`config.mk`:
```
export PLATFORM = sky130hd
export DESIGN_NAME = mem_req_bridge
export DESIGN_NICKNAME = d
export VERILOG_FILES = /design/src/rtl/mem_req_bridge.sv
export SDC_FILE = /design/constraint.sdc
export NUM_CORES = 1
export LEC_CHECK = 0
export CAP_MARGIN = 15
export CORE_MARGIN = 2
export CORE_UTILIZATION = 52
export DETAILED_ROUTE_END_ITERATION = 12
export PLACE_DENSITY_LB_ADDON = 0.25
export SYNTH_ARGS = -nofsm -noshare
export SYNTH_HDL_FRONTEND = slang
export SYNTH_SLANG_ARGS = --single-unit
```
`constraint.sdc`:
```
create_clock -name clk -period 10.3 [get_ports clk]
set_clock_uncertainty 0.15 [all_clocks]
set_input_delay 3.09 -clock clk [delete_from_list [all_inputs] [get_ports clk]]
set_output_delay 3.09 -clock clk [all_outputs]
set_load 0.02 [all_outputs]
```
`src/rtl/mem_req_bridge.sv`:
```
// Bridge between the rowhammer test state machine and the DDR controller's
// Avalon-MM local port. Turns level read/write requests into single-beat
// Avalon commands, bounds outstanding reads against a small response FIFO,
// counts issued commands and raises a sticky flag on protocol violations.
module mem_req_bridge #(
  parameter int ADDR_WIDTH     = 64,
  parameter int WORD_WIDTH     = 64,
  parameter int AVM_ADDR_WIDTH = 25,
  parameter int RSP_DEPTH      = 4
) (
  input  logic                      clk,
  input  logic                      reset,
  input  logic                      cal_done,
  input  logic [ADDR_WIDTH-1:0]     req_address,
  input  logic [WORD_WIDTH-1:0]     req_wdata,
  input  logic                      req_write,
  input  logic                      req_read,
  output logic                      req_wait,
  output logic [WORD_WIDTH-1:0]     rsp_data,
  output logic                      rsp_valid,
  input  logic                      rsp_pop,
  output logic [AVM_ADDR_WIDTH-1:0] avm_address,
  output logic [WORD_WIDTH-1:0]     avm_writedata,
  output logic [WORD_WIDTH/8-1:0]   avm_byteenable,
  output logic [2:0]                avm_burstcount,
  output logic                      avm_write,
  output logic                      avm_read,
  input  logic                      avm_waitrequest,
  input  logic [WORD_WIDTH-1:0]     avm_readdata,
  input  logic                      avm_readdatavalid,
  output logic [31:0]               rd_issued,
  output logic [31:0]               wr_issued,
  output logic                      proto_err
);

  localparam int PTR_W = $clog2(RSP_DEPTH);
  localparam int CNT_W = PTR_W + 1;
  localparam logic [CNT_W:0]   DEPTH_WIDE = (CNT_W + 1)'(RSP_DEPTH);
  localparam logic [CNT_W-1:0] DEPTH_CNT  = CNT_W'(RSP_DEPTH);

  typedef enum logic [1:0] {
    CAL_WAIT,
    IDLE,
    ISSUE
  } state_t;

  state_t state, state_nxt;

  logic [CNT_W-1:0]      outstanding;
  logic [CNT_W-1:0]      fifo_count;
  logic [PTR_W-1:0]      wr_ptr;
  logic [PTR_W-1:0]      rd_ptr;
  logic [WORD_WIDTH-1:0] rsp_mem [RSP_DEPTH];

  logic [CNT_W:0] in_flight;
  logic           room;
  logic           accept;
  logic           issue_done;
  logic           beat_ok;
  logic           stray_beat;
  logic           fifo_full;
  logic           fifo_empty;
  logic           push;
  logic           push_drop;
  logic           pop;
  logic           pop_empty;
  logic           unused_addr;

  // Only the low address bits reach the controller; the rest are ignored.
  assign unused_addr = ^req_address;

  assign avm_byteenable = '1;
  assign avm_burstcount = 3'd1;

  // Reads already granted plus data already buffered must fit the FIFO, so a
  // read is only taken when a free slot is guaranteed for its data beat.
  assign in_flight  = {1'b0, outstanding} + {1'b0, fifo_count};
  assign room       = in_flight < DEPTH_WIDE;
  assign accept     = (state == IDLE) && (req_write || (req_read && room));
  assign issue_done = (state == ISSUE) && !avm_waitrequest;

  assign fifo_full  = (fifo_count == DEPTH_CNT);
  assign fifo_empty = (fifo_count == '0);
  assign beat_ok    = avm_readdatavalid && (outstanding != '0);
  assign stray_beat = avm_readdatavalid && (outstanding == '0);
  assign push       = beat_ok && !fifo_full;
  assign push_drop  = beat_ok && fifo_full;
  assign pop        = rsp_pop && !fifo_empty;
  assign pop_empty  = rsp_pop && fifo_empty;

  assign rsp_valid = !fifo_empty;
  assign rsp_data  = rsp_mem[rd_ptr];

  // State register.
  always_ff @(posedge clk) begin
    if (reset) state <= CAL_WAIT;
    else       state <= state_nxt;
  end

  // Next-state and upstream back-pressure; a command in flight always
  // finishes before a calibration loss is honoured.
  always_comb begin
    state_nxt = state;
    req_wait  = 1'b1;
    case (state)
      CAL_WAIT: begin
        if (cal_done) state_nxt = IDLE;
      end
      IDLE: begin
        if (accept) begin
          req_wait  = 1'b0;
          state_nxt = ISSUE;
        end else if (!cal_done) begin
          state_nxt = CAL_WAIT;
        end
      end
      ISSUE: begin
        if (!avm_waitrequest) state_nxt = cal_done ? IDLE : CAL_WAIT;
      end
      default: state_nxt = CAL_WAIT;
    endcase
  end

  // Avalon command register: loaded on accept, held through wait states,
  // dropped after the controller takes it. Write wins over a concurrent read.
  always_ff @(posedge clk) begin
    if (reset) begin
      avm_write     <= 1'b0;
      avm_read      <= 1'b0;
      avm_address   <= '0;
      avm_writedata <= '0;
    end else if (accept) begin
      avm_write     <= req_write;
      avm_read      <= !req_write;
      avm_address   <= req_address[AVM_ADDR_WIDTH-1:0];
      avm_writedata <= req_wdata;
    end else if (issue_done) begin
      avm_write <= 1'b0;
      avm_read  <= 1'b0;
    end
  end

  // Issued-command counters, free-running modulo 2^32.
  always_ff @(posedge clk) begin
    if (reset) begin
      rd_issued <= '0;
      wr_issued <= '0;
    end else if (issue_done) begin
      if (avm_write) wr_issued <= wr_issued + 32'd1;
      else           rd_issued <= rd_issued + 32'd1;
    end
  end

  // Outstanding reads: up on a granted read, down on a matched data beat.
  always_ff @(posedge clk) begin
    if (reset) begin
      outstanding <= '0;
    end else begin
      case ({issue_done && avm_read, beat_ok})
        2'b10:   outstanding <= outstanding + CNT_W'(1);
        2'b01:   outstanding <= outstanding - CNT_W'(1);
        default: outstanding <= outstanding;
      endcase
    end
  end

  // Response FIFO storage; contents need no reset since validity is tracked
  // by the count.
  always_ff @(posedge clk) begin
    if (push) rsp_mem[wr_ptr] <= avm_readdata;
  end

  // Response FIFO pointers and occupancy.
  always_ff @(posedge clk) begin
    if (reset) begin
      wr_ptr     <= '0;
      rd_ptr     <= '0;
      fifo_count <= '0;
    end else begin
      if (push) wr_ptr <= wr_ptr + PTR_W'(1);
      if (pop)  rd_ptr <= rd_ptr + PTR_W'(1);
      case ({push, pop})
        2'b10:   fifo_count <= fifo_count + CNT_W'(1);
        2'b01:   fifo_count <= fifo_count - CNT_W'(1);
        default: fifo_count <= fifo_count;
      endcase
    end
  end

  // Sticky protocol error: unexpected data beat, pop on empty, or overflow.
  // Beats still in flight across a reset land here by design.
  always_ff @(posedge clk) begin
    if (reset)                                    proto_err <= 1'b0;
    else if (stray_beat || pop_empty || push_drop) proto_err <= 1'b1;
  end

endmodule

```
==> metrics.txt, run 1 <==
Synth top area share between 40% and 50%; Clk pin slew, worst setup/hold paths ~60 ps; Worst Tran Pin Value approximately 1000 ps; antenna violations before repair 5; Site Rows 65; largest net degree at the start of global routing 98; Total Wirelength 38920 um; crit-path max cell delay 620 ps; multi-input logic area 5036 um^2; nets@finish 1701; LEAKAGE between 7 and 8 nW; post-DR vias/cell 5.538; Die Y between 150 and 200 um; most frequent cells in the layout 381 x clkdlybuf4s50_1, 256 x edfxtp_1, 168 x dfxtp_1; DR pass1 iterations 5; worst-path cell chain clkdlybuf4s50_1, nor4bb_1, a31oi_4, buf_4, clkdlybuf4s50_1; Mapped Cells approximately 1100; Hold WS 342.6 ps; sequential-to-total area share from yosys stat 67.39%; Setup CP Type in2out; startpoint types input pin; status finished clean; CTS resizes 0; GR Overflow Total 0; Worst VDD drop between 100 and 150 uV; top_reg_cell synth edfxtp_1; Final Cycle Share roughly four fifths; DR vias 10690; post-synthesis cell area between 15000 and 20000 um^2; Final Hold Fails 0; synthesis warning total 0; CP most frequent cell clkdlybuf4s50_1; Crit Path Max Fanout 37; hold path start avm_writedata[60]; CTS tree yes; CP startpoint req_read; Worst EP required 7060 ps; first-pass GRT wire length 60010 um; hold_buf cts 0; TritonCTS Buffers 44; setup TNS 0 ps; DR DRC count 0; HPWL after DPL 25200 um; HP Class reg2reg; most common cell after layout, fill and taps aside clkdlybuf4s50_1; Sequential cell area 11100 um^2; clk sinks 426; layout cells sized above 1 10.11%; routed wire length per instance 20.17 um; number of synthesized flops with an enable pin 256; IO Count 433; core area about 31000 um^2; synth top area cells edfxtp_1 47%, dfxtp_1 21%, mux4_2 8.8%; fin. max-slew vios 0; fillers 2104; All-Layer GR Usage 23.09%; flops & latches, synth ~430; Die Span X 181.9 um; max cap viols 0; WP buf/inv 3; total die area 33090 um^2; Synth Area per Inst 14.77 um^2; Synth async-reset ratio 0%; dpl ws between 1500 and 2000 ps; post-detailed-route count of antenna-violating nets 0; Initial Utilization 52.43%; post-layout min period 8428 ps; initial drt markers 677; FMAX 118.7 MHz; port buffer count 382; Placer Congestion 0.8030; slowest cell on the critical path clkdlybuf4s50_1; Root Driver clkbuf_16; Tot Pwr 3.613 mW; Worst setup EP type primary output; Final Setup Violations 0; pwr dens between 150 and 200 nW/um^2; Area Growth Syn to Fin 33.52%; worst skew pair latency 540 ps; Yosys top cell by area edfxtp_1; Critical R2R Launch fifo_count[1]; total setup buffers inserted after CTS 0; final worst slack 1872 ps; H-tree depth 2; unrepaired setup endpoints after global routing no; Slew HR 32.02%; vias in the first global route 11010; delay-heaviest family, CP buffers and inverters; Worst Path Arrival 5190 ps; Clock Path Buffers 3; Yosys cell types 49
## worst register-to-register path, cell delays in order (launching register included)
cell,delay [ps]
dfxtp_1,360
ha_1,290
nand3_1,140
a31oi_4,210
buf_4,530
buf_4,880
mux2i_1,380
nor2_1,70
## sequential cells by signal, summed over array words and instances, names as in the netlist, named ones only
signal,count
avm_writedata,64
avm_address,25
avm_read,1
rd_ptr,2
wr_ptr,2
wr_issued,32
fifo_count,3
avm_write,1
outstanding,3
proto_err,1
rd_issued,32
rsp_mem,256
state,2
## routing by layer
metal / global-route usage, % / vias to the layer above / wire [um]
met1: 28.03 / 5261 / 15180
met2: 39.71 / 377 / 19430
li1: - / 4988 / -
met3: 7.421 / 62 / 3385
met4: 6.710 / 0 / 922
met5: 0 / - / 0
## layout make-up
| cell class | instances | share of cell area [%] |
|---|---|---|
| Sequential cell | 426 | 50.49 |
| Multi-Input combinational cell | 611 | 22.92 |
| Timing Repair Buffer | 387 | 17.56 |
| Clock buffer | 61 | 5.438 |
| Tap cell | 402 | 2.289 |
| Clock inverter | 19 | 0.9224 |
| Inverter | 19 | 0.3245 |
| Antenna cell | 5 | 0.05694 |
## through the flow
step | std cells | instance area [um^2] | utilization, %
5_1_grt | 1928 | 21970 | 69.98
6_report | 1930 | 21970 | 70.00
3_5_place_dp | 1845 | 20560 | 65.51
3_3_place_gp | 1845 | 20560 | 65.51
4_1_cts | 1925 | 21960 | 69.96
2_1_floorplan | 1123 | 16490 | -
## path summary, 6_finish.rpt
check	endpoint	slack (ps)	cells past startpoint
setup / recovery	req_wait	1870	5
hold / removal	avm_writedata[60]	340	2
setup reg to reg	avm_writedata[39]	7150	7
hold reg to reg	avm_writedata[60]	340	2
## logic make-up after synthesis
logic type,count (synthesis),synth area share (%)
compound gates,93,3.368
xor+xnor,25,1.330
fa+ha+maj,12,1.004
buf+inv,86,2.372
flops,426,67.39
mux,161,14.70
other cells,2,0.04563
simple gates,309,9.792
## power by group
part / switching [mW] / total (mW) / leakage, nW / internal [mW]
logic: 0.113 / 0.242 / 3.27 / 0.129
clock network: 0.635 / 1.53 / 0.681 / 0.893
registers: 0.0155 / 1.84 / 3.68 / 1.83
total: 0.763 / 3.61 / 7.63 / 2.85
## cells in the mapped netlist (5+ instances only)
cell and number:
mux4_2 64, buf_4 11, nand4_1 19, nand3_1 30, buf_1 16, nand2_1 25
nor4_1 10, inv_1 19, or4_1 24, nor3_1 8, or3_1 16, dfxtp_1 170
xnor2_1 11, ha_1 10, o21ai_0 15, a21oi_1 46, mux2i_1 91, xor2_1 14
edfxtp_1 256, o41ai_1 5, clkbuf_1 34, and4_1 7, nor2_1 132, and2_1 8
and3_1 5, o31ai_1 21, mux2_2 6
Power figures use the tool's default switching activity.
==> run 2, diff against run 1 <==
Settings changed: CORE_UTILIZATION 52 to 49.
Clock period 10.3 ns to 8.3 ns, I/O delays scaled along.
==> run 2 against run 1 <==
  * Global-route usage fell by 1.5 points
  * Cell count rose by 2.6%
  * Sequential power rose by 24%
  * Power rose by 23%
  * Register-to-register slack got worse by 2100 ps
  * Clock power rose by 20%
  * Core utilization fell by 3.8 points
  * Combinational power rose by 24%
  * Sequential share of layout area fell by 0.14 points
  * Sequential cell count did not move
  * Count of clock-buffer cells in the layout rose by 7
  * Critical endpoint unchanged
==> metrics.txt, run 2 (synthesized netlist as in run 1, its figures left out) <==
status finished clean; Worst Tran Pin Value 1008 ps; Root Driver clkbuf_16; CP startpoint req_read; initial drt markers 596; WP buf/inv 2; antenna violations before repair 4; fin. max-slew vios 0; post-detailed-route count of antenna-violating nets 0; pwr dens 201.1 nW/um^2; DR DRC count 0; Placed Cells 1897; Largest register FFs ~260; Clk pin slew, worst setup/hold paths 50 ps; max cap viols 0; Slew HR 32.81%; HP Class reg2reg; total die area between 30000 and 40000 um^2; Worst setup EP type primary output; CTS tree yes; Setup CP Type in2out; routed wire length per instance 19.45 um; HPWL after DPL 25600 um; post-layout min period 6874 ps; first-pass GRT wire length 59520 um; startpoint types input pin; Placer Congestion between 0.8 and 0.9; Area Growth Syn to Fin 33.90%; biggest regs rsp_mem (256), avm_writedata (64); FF-to-FF setup slack just over 5000 ps; DR pass1 iterations 4; Die Span X ~190 um; R2R depth 4; port buffer count 382; Final Cycle Share 82.82%; Initial Utilization 49.45%; most common cell after layout, fill and taps aside clkdlybuf4s50_1; largest reg by FF count rsp_mem; Final Hold Fails 0; delay-heaviest family, CP buffers and inverters; vias in the first global route 10970; Final Setup Violations 0; setup TNS 0 ps; All-Layer GR Usage 21.55%; LEAKAGE around 7.6 nW; Non-Filler Instances 1980; CTS resizes 0; nets@finish 1707; clk sinks 426; core area 33280 um^2; largest net degree at the start of global routing between 70 and 80; CP Capture Point req_wait; FMAX 145.5 MHz; H-tree depth 2; IO Count 433; DR vias 10650; worst-path cell chain clkdlybuf4s50_1, nor4bb_1, a31oi_4, clkdlybuf4s50_1; crit-path max cell delay 590 ps; R2R Path End rsp_mem[1][23]; slowest cell on the critical path clkdlybuf4s50_1; Critical R2R Launch fifo_count[1]; layout cells sized above 1 between 10% and 20%; most frequent cells in the layout 381 x clkdlybuf4s50_1, 256 x edfxtp_1, 168 x dfxtp_1; post-DR vias/cell 5.379; Worst Path Arrival 4230 ps; Site Rows between 60 and 70; hold path depth 2; GR Overflow Total 0; Tot Pwr 4.431 mW; hold_buf cts 0; Levels on crit path 4; unrepaired setup endpoints after global routing no; Total Wirelength 38510 um; total setup buffers inserted after CTS 0; Crit Path Max Fanout 2; Clock Path Buffers 3; Worst VDD drop 187.3 uV; CP most frequent cell clkdlybuf4s50_1; Worst EP required approximately 5700 ps; TritonCTS Buffers 44; worst skew pair latency 530 ps; Die Y 187.3 um
[run 2: changes by cell type in the layout (fill, tap and decap cells not counted)]
cell,delta
and2_2,+4
and2_4,-4
buf_4,+6
bufinv_16,-3
clkbuf_8,+7
clkinv_2,-2
diode_2,-2
inv_16,-1
inv_4,-1
[run 2: metal layers]
metal  GRT usage (%)  share of wire [%]  vias to the layer above
met4           7.387                2.8                        4
met3           7.355                9.2                       71
met1           25.11                 39                     5220
met2           37.26                 49                      377
met5               0              0.057                        -
li1                -                  -                     4978
[run 2: power breakdown]
group | internal, mW | switching (mW)
registers | 2.27 | 0.0190
clock network | 1.07 | 0.774
logic | 0.160 | 0.139
[run 2: how the worst min path moves through the flow]
stage	from	to	slack, ps
after floorplan	outstanding[2]	outstanding[2]	330
after global placement	avm_address[5]	avm_address[5]	320
after detailed placement	proto_err	proto_err	330
after CTS	avm_writedata[2]	avm_writedata[2]	350
after global routing	proto_err	proto_err	370
final	proto_err	proto_err	340
[run 2: area by class of cell]
| class | count | area (um^2) |
|---|---|---|
| Multi-Input combinational cell | 611 | 5031 |
| Tap cell | 448 | 560.5 |
| Clock buffer | 68 | 1291 |
| Antenna cell | 3 | 7.507 |
| Clock inverter | 12 | 76.32 |
| Timing Repair Buffer | 393 | 3904 |
| Sequential cell | 426 | 11100 |
| Inverter | 19 | 71.32 |
| Fill cell | 2397 | 11240 |
[run 2: tightest hold or removal path: cells and delay by family, from the launching register on]
family,cells,cell delay [ps]
DFF,1,330
AOI/OAI and AO/OA,1,50
and+or+nand+nor,1,80
[run 2: metrics by stage]
step           util, %  setup WS [ps]  hold WS (ps)  area, um^2
3_5_place_dp     62.09           1432         326.4       20660
6_report         66.22           1426         340.7       22040
4_1_cts          66.19           1415         345.9       22030
5_1_grt          66.20           1308         366.1       22030
3_3_place_gp     62.09           1446         322.2       20660
2_1_floorplan        -           1996         325.9       16490
